[src/rtl/cv32e40p_pkg.sv]
// Shared types for the TMR fault monitor.
//   tmr_evt_kind_e : event kind reported to the reader (single / uncorrectable / permanent)
//   tmr_evt_t      : one queued event {kind, replica}
//   tmr_class_e    : classification of one sampled cycle
//   tmr_classify   : maps the three pairwise-equality results to a class
//   tmr_odd_replica: index (1..3) of the disagreeing replica, 0 when none is singled out
package cv32e40p_pkg;

  typedef enum logic [1:0] {
    TMR_EVT_SINGLE = 2'b00,
    TMR_EVT_UNCORR = 2'b01,
    TMR_EVT_PERM   = 2'b10
  } tmr_evt_kind_e;

  typedef struct packed {
    tmr_evt_kind_e kind;
    logic [1:0]    replica;
  } tmr_evt_t;

  typedef enum logic [1:0] {
    TMR_CLEAN  = 2'd0,
    TMR_SINGLE = 2'd1,
    TMR_UNCORR = 2'd2
  } tmr_class_e;

  // Equality is transitive, so two equal pairs imply all three equal and
  // exactly one equal pair means exactly one replica is the odd one out.
  function automatic tmr_class_e tmr_classify(input logic eq12, input logic eq13,
                                               input logic eq23);
    if (eq12 && eq13)                  return TMR_CLEAN;
    else if (!eq12 && !eq13 && !eq23)  return TMR_UNCORR;
    else                               return TMR_SINGLE;
  endfunction

  function automatic logic [1:0] tmr_odd_replica(input logic eq12, input logic eq13,
                                                 input logic eq23);
    if (eq23 && !eq12)       return 2'd1;
    else if (eq13 && !eq12)  return 2'd2;
    else if (eq12 && !eq13)  return 2'd3;
    else                     return 2'd0;
  endfunction

endpackage

[src/rtl/cv32e40p_tmr_fault_monitor_if.sv]
// Event channel from the fault monitor to a debug/CSR reader.
//   valid   : an event is presented
//   ready   : reader accepts the presented event
//   kind    : event kind (single / uncorrectable / permanent)
//   replica : replica index 1..3, 0 for uncorrectable
// master = monitor side, slave = reader side.
interface cv32e40p_tmr_fault_monitor_if;
  import cv32e40p_pkg::*;

  logic          valid;
  logic          ready;
  tmr_evt_kind_e kind;
  logic [1:0]    replica;

  modport master (output valid, kind, replica, input ready);
  modport slave  (input valid, kind, replica, output ready);

endinterface

[src/rtl/cv32e40p_tmr_evt_fifo.sv]
// Two-entry event FIFO with synchronous flush.
//   clk, rst   : clock, synchronous active-high reset
//   flush      : synchronous discard of all entries
//   push_valid : write push_data (accepted when not full, or full with a pop this cycle)
//   push_data  : event to enqueue
//   full/empty : occupancy status
//   pop_ready  : consumer takes the head entry (ignored when empty)
//   pop_data   : head entry, forced to zero while empty
module cv32e40p_tmr_evt_fifo
  import cv32e40p_pkg::*;
(
  input  logic     clk,
  input  logic     rst,
  input  logic     flush,
  input  logic     push_valid,
  input  tmr_evt_t push_data,
  output logic     full,
  output logic     empty,
  input  logic     pop_ready,
  output tmr_evt_t pop_data
);

  tmr_evt_t   mem [2];
  logic       wr_ptr;
  logic       rd_ptr;
  logic [1:0] count;
  logic       pop_fire;
  logic       push_ok;

  assign full     = (count == 2'd2);
  assign empty    = (count == 2'd0);
  assign pop_fire = pop_ready && !empty;
  // When full, the slot being popped this cycle is the one wr_ptr points at,
  // so a simultaneous push can reuse it without disturbing order.
  assign push_ok  = push_valid && (!full || pop_fire);

  always_ff @(posedge clk) begin
    // NOTE: sequential state uses non-blocking assignments so every register
    // samples the pre-edge values regardless of statement order.
    if (rst || flush) begin
      wr_ptr <= 1'b0;
      rd_ptr <= 1'b0;
      count  <= 2'd0;
    end else begin
      if (push_ok)  wr_ptr <= ~wr_ptr;
      if (pop_fire) rd_ptr <= ~rd_ptr;
      count <= count + {1'b0, push_ok} - {1'b0, pop_fire};
    end
  end

  // NOTE: storage is not reset; pointers/count define validity and the
  // output is masked while empty, so stale contents are never observed.
  always_ff @(posedge clk) begin
    if (push_ok && !flush) mem[wr_ptr] <= push_data;
  end

  assign pop_data = empty ? tmr_evt_t'('0) : mem[rd_ptr];

endmodule

[src/rtl/cv32e40p_tmr_fault_monitor.sv]
// Diagnostic monitor for a triplicated unit. Classifies each sampled cycle of
// the three replica outputs (clean / single-replica fault / uncorrectable),
// keeps saturating per-replica error counts and queues fault events.
// Optional feature macro: CV32E40P_TMR_PERSIST_EN enables persistent-failure
// detection (persist counters, sticky faulty_o, kind-10 events). When undefined
// faulty_o is tied to 0 and every single mismatch reports kind 00.
// Ports:
//   clk, rst            : clock, synchronous active-high reset
//   sample_i            : replica outputs valid and compared this cycle
//   data1_i..data3_i    : replica outputs
//   clear_i             : clears counters, sticky flags and event queue (wins over sample_i)
//   err_cnt1_o..3_o     : saturating mismatch count per replica
//   uncorr_cnt_o        : saturating count of all-differ cycles
//   faulty_o            : sticky permanent-fault flag per replica (bit0 = replica 1)
//   evt                 : event channel (valid/ready, kind, replica)
//   evt_overflow_o      : sticky, an event was dropped because the queue was full
module cv32e40p_tmr_fault_monitor
  import cv32e40p_pkg::*;
#(
  parameter int unsigned NBIT       = 32,
  parameter int unsigned CNT_W      = 8,
  parameter int unsigned PERSIST_TH = 4
) (
  input  logic                  clk,
  input  logic                  rst,
  input  logic                  sample_i,
  input  logic [NBIT-1:0]       data1_i,
  input  logic [NBIT-1:0]       data2_i,
  input  logic [NBIT-1:0]       data3_i,
  input  logic                  clear_i,
  output logic [CNT_W-1:0]      err_cnt1_o,
  output logic [CNT_W-1:0]      err_cnt2_o,
  output logic [CNT_W-1:0]      err_cnt3_o,
  output logic [CNT_W-1:0]      uncorr_cnt_o,
  output logic [2:0]            faulty_o,
  cv32e40p_tmr_fault_monitor_if.master evt,
  output logic                  evt_overflow_o
);

  logic             eq12, eq13, eq23;
  tmr_class_e       cls;
  logic [1:0]       odd;
  logic             active;
  logic             is_clean, is_single, is_uncorr;
  logic [CNT_W-1:0] err_cnt [3];
  logic [CNT_W-1:0] uncorr_cnt;
  logic             evt_push;
  tmr_evt_t         evt_data;
  tmr_evt_t         head;
  logic             fifo_full, fifo_empty, pop_fire;
  logic             overflow;

  assign eq12 = (data1_i == data2_i);
  assign eq13 = (data1_i == data3_i);
  assign eq23 = (data2_i == data3_i);
  assign cls  = tmr_classify(eq12, eq13, eq23);
  assign odd  = tmr_odd_replica(eq12, eq13, eq23);

  // A clear in the same cycle discards the sample entirely.
  assign active    = sample_i && !clear_i;
  assign is_clean  = active && (cls == TMR_CLEAN);
  assign is_single = active && (cls == TMR_SINGLE);
  assign is_uncorr = active && (cls == TMR_UNCORR);

  always_ff @(posedge clk) begin
    if (rst || clear_i) begin
      for (int k = 0; k < 3; k++) err_cnt[k] <= '0;
      uncorr_cnt <= '0;
    end else begin
      for (int k = 0; k < 3; k++) begin
        if (is_single && odd == 2'(k + 1) && err_cnt[k] != '1)
          err_cnt[k] <= err_cnt[k] + 1'b1;
      end
      if (is_uncorr && uncorr_cnt != '1) uncorr_cnt <= uncorr_cnt + 1'b1;
    end
  end

  assign err_cnt1_o   = err_cnt[0];
  assign err_cnt2_o   = err_cnt[1];
  assign err_cnt3_o   = err_cnt[2];
  assign uncorr_cnt_o = uncorr_cnt;

`ifdef CV32E40P_TMR_PERSIST_EN
  logic [3:0] persist_cnt [3];
  logic [3:0] persist_nxt [3];
  logic [2:0] perm_hit;
  logic [2:0] faulty;
  logic [2:0] odd_oh;

  assign odd_oh = {odd == 2'd3, odd == 2'd2, odd == 2'd1};

  // Uncorrectable and unsampled cycles leave the persist counters alone;
  // counters saturate at 15 so a long-failed replica cannot wrap back to
  // the threshold.
  always_comb begin
    // NOTE: every combinational output gets a default first so no path
    // leaves it unassigned and no latch is inferred.
    for (int k = 0; k < 3; k++) begin
      persist_nxt[k] = persist_cnt[k];
      perm_hit[k]    = 1'b0;
      if (is_clean) begin
        persist_nxt[k] = 4'd0;
      end else if (is_single) begin
        if (odd_oh[k]) begin
          persist_nxt[k] = (persist_cnt[k] == 4'hF) ? 4'hF : persist_cnt[k] + 4'd1;
          perm_hit[k]    = (persist_nxt[k] == 4'(PERSIST_TH));
        end else begin
          persist_nxt[k] = 4'd0;
        end
      end
    end
  end

  always_ff @(posedge clk) begin
    if (rst || clear_i) begin
      for (int k = 0; k < 3; k++) persist_cnt[k] <= 4'd0;
      faulty <= 3'b000;
    end else begin
      for (int k = 0; k < 3; k++) persist_cnt[k] <= persist_nxt[k];
      faulty <= faulty | perm_hit;
    end
  end

  assign faulty_o = faulty;
`else
  assign faulty_o = 3'b000;
`endif

  always_comb begin
    evt_push = 1'b0;
    evt_data = '{kind: TMR_EVT_SINGLE, replica: 2'd0};
    if (is_single) begin
`ifdef CV32E40P_TMR_PERSIST_EN
      // A replica already declared faulty keeps counting but stays silent.
      evt_push      = ~|(faulty & odd_oh);
      evt_data.kind = (|perm_hit) ? TMR_EVT_PERM : TMR_EVT_SINGLE;
`else
      evt_push      = 1'b1;
`endif
      evt_data.replica = odd;
    end else if (is_uncorr) begin
      evt_push      = 1'b1;
      evt_data.kind = TMR_EVT_UNCORR;
    end
  end

  cv32e40p_tmr_evt_fifo u_evt_fifo (
    .clk        (clk),
    .rst        (rst),
    .flush      (clear_i),
    .push_valid (evt_push),
    .push_data  (evt_data),
    .full       (fifo_full),
    .empty      (fifo_empty),
    .pop_ready  (evt.ready),
    .pop_data   (head)
  );

  assign pop_fire    = evt.ready && !fifo_empty;
  assign evt.valid   = !fifo_empty;
  assign evt.kind    = head.kind;
  assign evt.replica = head.replica;

  always_ff @(posedge clk) begin
    if (rst || clear_i)                            overflow <= 1'b0;
    else if (evt_push && fifo_full && !pop_fire)   overflow <= 1'b1;
  end

  assign evt_overflow_o = overflow;

endmodule

[src/flat_wrapper.sv]
// flat-port wrapper written by rule: the top's interface ports become plain ports
module cv32e40p_tmr_fault_monitor_flat import cv32e40p_pkg::*;
#(
  parameter int unsigned NBIT       = 32,
  parameter int unsigned CNT_W      = 8,
  parameter int unsigned PERSIST_TH = 4
)
  (clk, rst, sample_i, data1_i, data2_i, data3_i, clear_i, err_cnt1_o, err_cnt2_o, err_cnt3_o, uncorr_cnt_o, faulty_o, evt_overflow_o, evt_valid, evt_kind, evt_replica, evt_ready);
  cv32e40p_tmr_fault_monitor_if evt_i ();
  input  logic clk;
  input  logic rst;
  input  logic sample_i;
  input  logic [NBIT-1:0] data1_i;
  input  logic [NBIT-1:0] data2_i;
  input  logic [NBIT-1:0] data3_i;
  input  logic clear_i;
  output logic [CNT_W-1:0] err_cnt1_o;
  output logic [CNT_W-1:0] err_cnt2_o;
  output logic [CNT_W-1:0] err_cnt3_o;
  output logic [CNT_W-1:0] uncorr_cnt_o;
  output logic [2:0] faulty_o;
  output logic evt_overflow_o;
  output wire logic [$bits(evt_i.valid)-1:0] evt_valid;
  output wire logic [$bits(evt_i.kind)-1:0] evt_kind;
  output wire logic [$bits(evt_i.replica)-1:0] evt_replica;
  input wire logic [$bits(evt_i.ready)-1:0] evt_ready;
  assign evt_valid = evt_i.valid;
  assign evt_kind = evt_i.kind;
  assign evt_replica = evt_i.replica;
  assign evt_i.ready = evt_ready;
  cv32e40p_tmr_fault_monitor #(.NBIT(NBIT), .CNT_W(CNT_W), .PERSIST_TH(PERSIST_TH)) u_core (.clk(clk), .rst(rst), .sample_i(sample_i), .data1_i(data1_i), .data2_i(data2_i), .data3_i(data3_i), .clear_i(clear_i), .err_cnt1_o(err_cnt1_o), .err_cnt2_o(err_cnt2_o), .err_cnt3_o(err_cnt3_o), .uncorr_cnt_o(uncorr_cnt_o), .faulty_o(faulty_o), .evt(evt_i), .evt_overflow_o(evt_overflow_o));
endmodule
[config.mk]
export PLATFORM = sky130hd
export DESIGN_NAME = cv32e40p_tmr_fault_monitor_flat
export DESIGN_NICKNAME = d
export VERILOG_FILES = /design/src/rtl/cv32e40p_pkg.sv /design/src/rtl/cv32e40p_tmr_fault_monitor_if.sv /design/src/rtl/cv32e40p_tmr_evt_fifo.sv /design/src/rtl/cv32e40p_tmr_fault_monitor.sv /design/src/flat_wrapper.sv
export SDC_FILE = /design/constraint.sdc
export NUM_CORES = 1
export LEC_CHECK = 0
export ABC_CLOCK_PERIOD_IN_PS = 5200
export CAP_MARGIN = 20
export CORE_MARGIN = 4
export CORE_UTILIZATION = 44
export DETAILED_ROUTE_END_ITERATION = 10
export PLACE_DENSITY = 0.81
export SLEW_MARGIN = 10
export SYNTH_ARGS = -nofsm -noshare
export SYNTH_HDL_FRONTEND = slang
export SYNTH_SLANG_ARGS = --single-unit
export TNS_END_PERCENT = 100
[constraint.sdc]
create_clock -name clk -period 5.2 [get_ports clk]
set_input_delay 1.56 -clock clk [delete_from_list [all_inputs] [get_ports clk]]
set_output_delay 1.56 -clock clk [all_outputs]
set_load 0.01 [all_outputs]
# ---- Word-level counts from Yosys, hierarchy flattened
# Memory sizes are Yosys's and may differ from the RTL's. A register that Yosys moved wholly into a read port is not among the register bits.
# Index checks and enable logic that the tools add are counted.
dict set report word_totals {
  register_bits 13
  out_inout_bits 41
  input_bits 101
  elab_cells 91
  ramBits 32
  memories 2
}
dict set report op_classes {
  bitwise_logic 5
  n_eq_ne 13
  n_reduce_logical 31
  muxes 29
  addsub 6
}
# name depth width read_ports rd_ports_with_merged_regs wr line_no
set mem_list {}
lappend mem_list {u_core.err_cnt 3 8 3 0 3 cv32e40p_tmr_fault_monitor.sv:45} ;# logic [CNT_W-1:0] err_cnt [3];
lappend mem_list {u_core.u_evt_fifo.mem 2 4 1 1 1 cv32e40p_tmr_evt_fifo.sv:23} ;# tmr_evt_t mem [2];
# op count
set op_table {}
lappend op_table {{== test 32 bit} 3}
lappend op_table {{adder 8 x 1 -> 8 bit, second input constant} 4}
lappend op_table {{inequality test 8 bit, second input constant} 4}
lappend op_table {{two-way mux 8 bit} 3}
lappend op_table {{logical AND 1 bit} 21}
lappend op_table {{two-way mux 1 bit} 18}
lappend op_table {{two-way mux 2 bit} 7}
lappend op_table {{== test 2 bit, second input constant} 4}
lappend op_table {{zero test 1 bit} 7}
lappend op_table {{== test 2 x 1 -> 1 bit, second input constant} 2}
lappend op_table {{two-way mux 4 bit} 1}
lappend op_table {{OR 1 bit} 3}
lappend op_table {{adder 2 x 1 -> 2 bit} 1}
lappend op_table {{zero test 2 bit} 1}
lappend op_table {{logical OR 1 bit} 2}
lappend op_table {{inverter 1 bit} 2}
lappend op_table {{subtractor 2 x 1 -> 2 bit} 1}

# ---- Logic depth before layout (Yosys ltp)
dict set report depth {
  word_depth 14
  depth_mapped 15
  ltp_nobuf 15
}

# ---- Hierarchy
# From an unflattened synthesis, not the netlist that was laid out.
dict set report hier_totals {
  hier_cells 361
  hier_area_um2 3500.9
}
# module seq_area_each_um2 cells_per_inst instances area_each_um2
set by_module_without_submodules {}
lappend by_module_without_submodules {cv32e40p_tmr_fault_monitor 900.9 316 1 2961.6}
lappend by_module_without_submodules {cv32e40p_tmr_evt_fifo 340.3 45 1 539.3}

# ---- Worst setup path after synthesis
# No wires, ideal clock.
dict set report synth_path {
  path_kind {input to register}
  startpoint {input port data2_i[18]}
  endpoint {memory u_core.err_cnt[1][2] (netlist: u_core.err_cnt[0][10]) (enable)}
  stages 11
  path_slack_ns 1.109
  setup_time_ns 0.374
  required_ns 4.826
  arrival_time_ns 3.717
  n_path_buf 2
  path_cell_list {xor2_1 -> nor4_1 -> nand4_1 -> nor2_4 -> inv_1 -> ha_1 -> nand2_1 -> a311o_1 -> buf_6 -> buf_8 -> o21ai_1}
}
# element line_no
set synth_lines {}
lappend synth_lines {{from (decl)} flat_wrapper.sv:14} ;# input logic [NBIT-1:0] data2_i;
lappend synth_lines {{to (decl)} cv32e40p_tmr_fault_monitor.sv:45}

# ---- Worst setup path in the final report
dict set report layout_path {
  startpoint {input port data1_i[5]}
  endpoint {register u_core.u_evt_fifo.count[1]}
}
dict set report layout_between {
  elab_chain_len 13
  word_cells_on_any_way 18
  classes_between {add/sub: 2; eq/ne: 4; mux: 4; reduce/logical: 8}
}
# element line_no
set layout_lines {}
lappend layout_lines {{from (decl)} flat_wrapper.sv:13} ;# input logic [NBIT-1:0] data1_i;
lappend layout_lines {{== test 32 bit, on equally long branches} {cv32e40p_tmr_fault_monitor.sv:53, cv32e40p_tmr_fault_monitor.sv:54}}
lappend layout_lines {{zero test 1 bit} cv32e40p_pkg.sv:31} ;# else if (!eq12 && !eq13 && !eq23) return TMR_UNCORR;
lappend layout_lines {{logical AND 1 bit (2 in a row)} cv32e40p_pkg.sv:31}
lappend layout_lines {{two-way mux 2 bit} cv32e40p_pkg.sv:31}
lappend layout_lines {{two-way mux 2 bit (*)} cv32e40p_pkg.sv:30} ;# if (eq12 && eq13) return TMR_CLEAN;
lappend layout_lines {{== test 2 bit} cv32e40p_tmr_fault_monitor.sv:63} ;# assign is_uncorr = active && (cls == TMR_UNCORR);
lappend layout_lines {{logical AND 1 bit} cv32e40p_tmr_fault_monitor.sv:63}
lappend layout_lines {{two-way mux 1 bit} cv32e40p_tmr_fault_monitor.sv:141} ;# end else if (is_uncorr) begin
lappend layout_lines {{two-way mux 1 bit (*)} cv32e40p_tmr_fault_monitor.sv:132} ;# if (is_single) begin
lappend layout_lines {{logical AND 1 bit (*)} cv32e40p_tmr_evt_fifo.sv:35} ;# assign push_ok = push_valid && (!full || pop_fire);
lappend layout_lines {{adder 2 x 1 -> 2 bit (*)} cv32e40p_tmr_evt_fifo.sv:47} ;# count <= count + {1'b0, push_ok} - {1'b0, pop_fire};
lappend layout_lines {{subtractor 2 x 1 -> 2 bit (*)} cv32e40p_tmr_evt_fifo.sv:47}
lappend layout_lines {{to (signal assigned)} cv32e40p_tmr_evt_fifo.sv:47}
lappend layout_lines {{to (decl)} cv32e40p_tmr_evt_fifo.sv:26} ;# logic [1:0] count;
# Every way passes the cells marked *; elsewhere a longest branch is shown, timed or not.
# A chain may end at the register's enable or synchronous reset.

==> results.rst <==
.. list-table::
   :header-rows: 1

   * - Metric
     - Value
   * - Area growth from synthesis to layout
     - 44.68%
   * - Sw frac
     - 0.2505
   * - Core Box Area
     - 0.007727 mm2
   * - Synth Warn #
     - 0
   * - Wire length per cell after detailed routing
     - 16.31 um
   * - Kind of path behind the tightest hold check
     - register to register
   * - Antenna violations before repair
     - 0
   * - Clk network pwr share
     - 0.301
   * - CTS tree
     - built
   * - Setup TNS
     - 0 ns
   * - Routability cong.
     - 0.9025
   * - Count of different cell masters after synthesis
     - 45
   * - Crit path max-delay family
     - simple AND/OR/NAND/NOR gates
   * - Number of cells upsized or downsized after cts
     - 0
   * - Final hold vios
     - 0
   * - Mapped Area
     - 0.003503 mm2
   * - Library cell contributing the largest single delay on the critical path
     - clkdlybuf4s50_1
   * - Kind of critical path
     - input pin to register
   * - Synthesis-stage register bit count
     - 44
   * - Via density per instance
     - 5.226
   * - Total routing usage reported by global routing
     - 0.1978
   * - Clock sink count
     - 44
   * - Maximum Capacitance Violations
     - 0
   * - Worst-case headroom to the max-slew limit
     - 0.5207
   * - Worst EP required
     - 5.39 ns
   * - Int Pwr
     - 682.6 uW
   * - Post-layout net count
     - 605
   * - Count of flip-flops with a built-in enable after synthesis
     - 30
   * - Initial DRC Count
     - 104
   * - Register clock-pin slew on the reported worst setup and hold paths
     - 0.09 ns
   * - Highest fanout seen on the critical path
     - 6
   * - Adder-Cell Fraction of Synth Area
     - 0.03571
   * - Remaining number of nets flagged by the antenna check after routing
     - 0
   * - Number of setup violations in the final report
     - 0
   * - First drt pass iteration count
     - 4
   * - Via count
     - 3120
   * - Synth async-reset ratio
     - 0
   * - Actual slew at the worst max-slew pin
     - 0.7162 ns
   * - Most frequent CP cell
     - ha_1
   * - Tcrit/Tclk final
     - 0.8509
   * - Peak per-stage delay on the critical path
     - 0.46 ns
   * - Final WL
     - 9738 um
   * - Top FF cell, synth
     - edfxtp_1
   * - Starting Density
     - 0.4534
   * - Number of cells produced by synthesis
     - 355
   * - Post-route cell area
     - 0.005069 mm2
   * - Share of power burned in registers
     - 0.437
   * - Register area
     - 0.001181 mm2
   * - Maximum level of the CTS H-tree
     - 2
   * - Layout cell share with drive strength beyond 1
     - 0.07273
   * - Sw power
     - 228.1 uW
   * - Sum of overflow across all layers after global routing
     - 0
   * - Sequence of cells on the critical path
     - clkdlybuf4s50_1 -> xnor2_1 -> nand4_1 -> nor4_1 -> nand4_1 -> inv_1 -> ha_1 -> nor2_1 -> and2_0 -> nand2b_1 -> ha_1 -> inv_1 -> ha_1 -> xor2_1 -> xnor2_1 -> nor2_1
   * - Total Die Area
     - 0.009454 mm2
   * - Worst clock skew on the final layout
     - 0.006922 ns
   * - RSZ-0062 raised after global routing
     - no
   * - Startpoint types
     - input pin
   * - Detailed placement HPWL
     - 8366 um
   * - Post-route DRC violation count
     - 0
   * - Clock latency on the worst-skew pair
     - 0.29 ns
   * - Number of buffers added for setup after CTS
     - 0
   * - Dominant combinational cell family by area after synthesis
     - XOR/XNOR gates
   * - Vias in the first global route
     - 3207
   * - Pwr per Cell Area
     - 179.7 mW/mm2
   * - Peak ir drop on the vdd network
     - 116.0 uV
   * - Average size of a mapped cell
     - 9.869 um2
   * - Number of antenna cells inserted
     - 0
   * - Floorplan die width
     - 97.23 um
   * - Part of the power in combinational logic
     - 0.262
   * - Share of cell area taken by muxes after synthesis
     - 0.01143
   * - Maximum clock insertion buffer count
     - 2
   * - Share of synthesized area occupied by flip-flops and latches
     - 0.3371
   * - Outcome
     - complete, no violations
   * - Post-Place Cell Area
     - 0.004947 mm2
   * - Die Span Y
     - 97.23 um
   * - Worst Path Buf+Inv
     - 3
   * - Maximum operating frequency
     - 226.0 MHz
   * - Leakage power
     - 0.001704 uW
   * - Filler Cell Count
     - 620
   * - Clock period minus final worst setup slack
     - 4.425 ns
   * - Share of the synthesized netlist area taken by xor and xnor gates
     - 0.3000
   * - CTS root buffer
     - clkbuf_8
   * - Slew Viols, Final
     - 0
   * - Arrival time at the worst endpoint
     - 4.61 ns
   * - Pin count of the biggest net entering global routing
     - 22
   * - Area of the multi-input gates
     - 0.002196 mm2
   * - Post-cts hold buffer count
     - 0
   * - TritonCTS Buffers
     - 5
   * - Area fraction in and, or, nand and nor cells after synthesis
     - 0.1689
   * - PortBufs
     - 137
   * - Wire length of the first global-routing pass
     - 15170 um
   * - Area fraction in compound gates after synthesis
     - 0.1064
   * - Core Rows
     - 32
   * - Num ports
     - 142
   * - Critical Path End Type
     - register
## per-layer routing
layer,global-route usage,up-vias,wire length (um)
met5,0,-,0
met4,0.07561,0,308
met3,0.06389,20,839
li1,-,1536,-
met1,0.1999,1445,3498
met2,0.3742,119,5091
## layout make-up
cell class / instances / share of cell area
well taps: 102 / 0.02518
flip-flops and latches: 44 / 0.2330
inverters: 7 / 0.005184
repair buffers: 143 / 0.2794
clock inverters: 2 / 0.007652
multi-input cells: 293 / 0.4332
clock buffers: 6 / 0.01629
## flip-flops by register name, summed over array words and instances (netlist names), named ones only
signal and cells:
u_core.u_evt_fifo.rd_ptr 1, u_core.u_evt_fifo.mem 6, u_core.u_evt_fifo.wr_ptr 1, u_core.uncorr_cnt_o 8, u_core.evt_overflow_o 1, u_core.u_evt_fifo.count 2, u_core.err_cnt 24
## cells in the final DEF (no fill, tap or decap), drive strengths merged, types with 2 or more instances in the layout
cell type | Yosys | layout
nand4 | 22 | 22
ha | 10 | 10
o21ai | 4 | 4
xnor2 | 69 | 69
and3 | 7 | 7
conb | 1 | 4
clkbuf | 2 | 6
or3 | 2 | 2
nand3 | 12 | 12
nor3b | 2 | 2
and2 | 3 | 3
mux2i | 4 | 4
clkdlybuf4s50 | 0 | 137
dfxtp | 14 | 14
a211oi | 21 | 21
a31o | 2 | 2
nand2 | 20 | 20
edfxtp | 30 | 30
nor4 | 13 | 13
inv | 7 | 7
xor2 | 51 | 51
buf | 12 | 6
a21oi | 6 | 6
a21boi | 2 | 2
nor2 | 28 | 28
## path summary, 6_finish.rpt
| check | from | to | slack (ns) | cells past startpoint |
|---|---|---|---|---|
| max reg2reg | u_core.err_cnt[0][8]$_SDFFCE_PN0P_ | u_core.err_cnt[0][10]$_SDFFCE_PN0P_ | 2.98 | 6 |
| min reg2reg | u_core.evt_overflow_o$_SDFFE_PP0P_ | u_core.evt_overflow_o$_SDFFE_PP0P_ | 0.50 | 2 |
| min | u_core.evt_overflow_o$_SDFFE_PP0P_ | u_core.evt_overflow_o$_SDFFE_PP0P_ | 0.50 | 2 |
| max | data1_i[5] | u_core.u_evt_fifo.count[1]$_SDFF_PP0_ | 0.78 | 16 |
## worst min-delay path: stages, from the launching register on
cell and delay [ns]:
dfxtp_1 0.34, a21oi_1 0.05, nor2_1 0.07
## power by group through the flow
stage | Sequential [uW] | Combinational, uW | Clock [uW]
after floorplan | 408 | 93.3 | 0
after global placement | 406 | 238 | 0
after detailed placement | 406 | 239 | 0
after CTS | 398 | 240 | 280
after global routing | 400 | 256 | 291
final | 398 | 239 | 274
## metrics by stage
stage / utilization / setup WS (ns) / cells / hold WS, ns / power [uW]
floorplan: - / 1.109 / 358 / 0.4813 / 501.8
global placement: 0.6402 / 0.5401 / 589 / 0.4777 / 643.0
detailed placement: 0.6402 / 0.4028 / 589 / 0.4867 / 645.2
CTS: 0.6559 / 0.7294 / 597 / 0.5051 / 918.0
global route: 0.6559 / 0.5168 / 597 / 0.5277 / 946.6
finish: 0.6559 / 0.7751 / 597 / 0.4954 / 910.8
## cell usage after synthesis (2+ instances only)
| cell type | number | area share |
|---|---|---|
| a211oi_1 | 5 | 0.011 |
| a211oi_2 | 16 | 0.057 |
| nand4_1 | 22 | 0.039 |
| nand3_1 | 12 | 0.017 |
| a21oi_1 | 6 | 0.0086 |
| o21ai_0 | 3 | 0.0043 |
| and3_1 | 7 | 0.012 |
| ha_1 | 10 | 0.036 |
| xor2_1 | 51 | 0.13 |
| nor3b_1 | 2 | 0.0043 |
| nand2_1 | 20 | 0.021 |
| xnor2_1 | 69 | 0.17 |
| inv_1 | 7 | 0.0075 |
| clkbuf_1 | 2 | 0.0021 |
| buf_2 | 4 | 0.0057 |
| and2_1 | 2 | 0.0036 |
| edfxtp_1 | 30 | 0.26 |
| or3_1 | 2 | 0.0036 |
| nor4_1 | 13 | 0.023 |
| nor2_1 | 26 | 0.028 |
| mux2i_1 | 4 | 0.011 |
| buf_4 | 5 | 0.011 |
| a31o_2 | 2 | 0.0050 |
| dfxtp_1 | 14 | 0.080 |
## cell families (layout without fill, tap and decap cells)
group                      Yosys count  count (layout)
other                                1               4
adders and majority gates           10              10
xor gates and xnor gates           120             120
buffers and inverters               21             158
and+or+nand+nor                    114             114
DFF                                 44              44
AOI/OAI and AO/OA                   41              41
muxes                                4               4
Power figures use the tool's default switching activity.
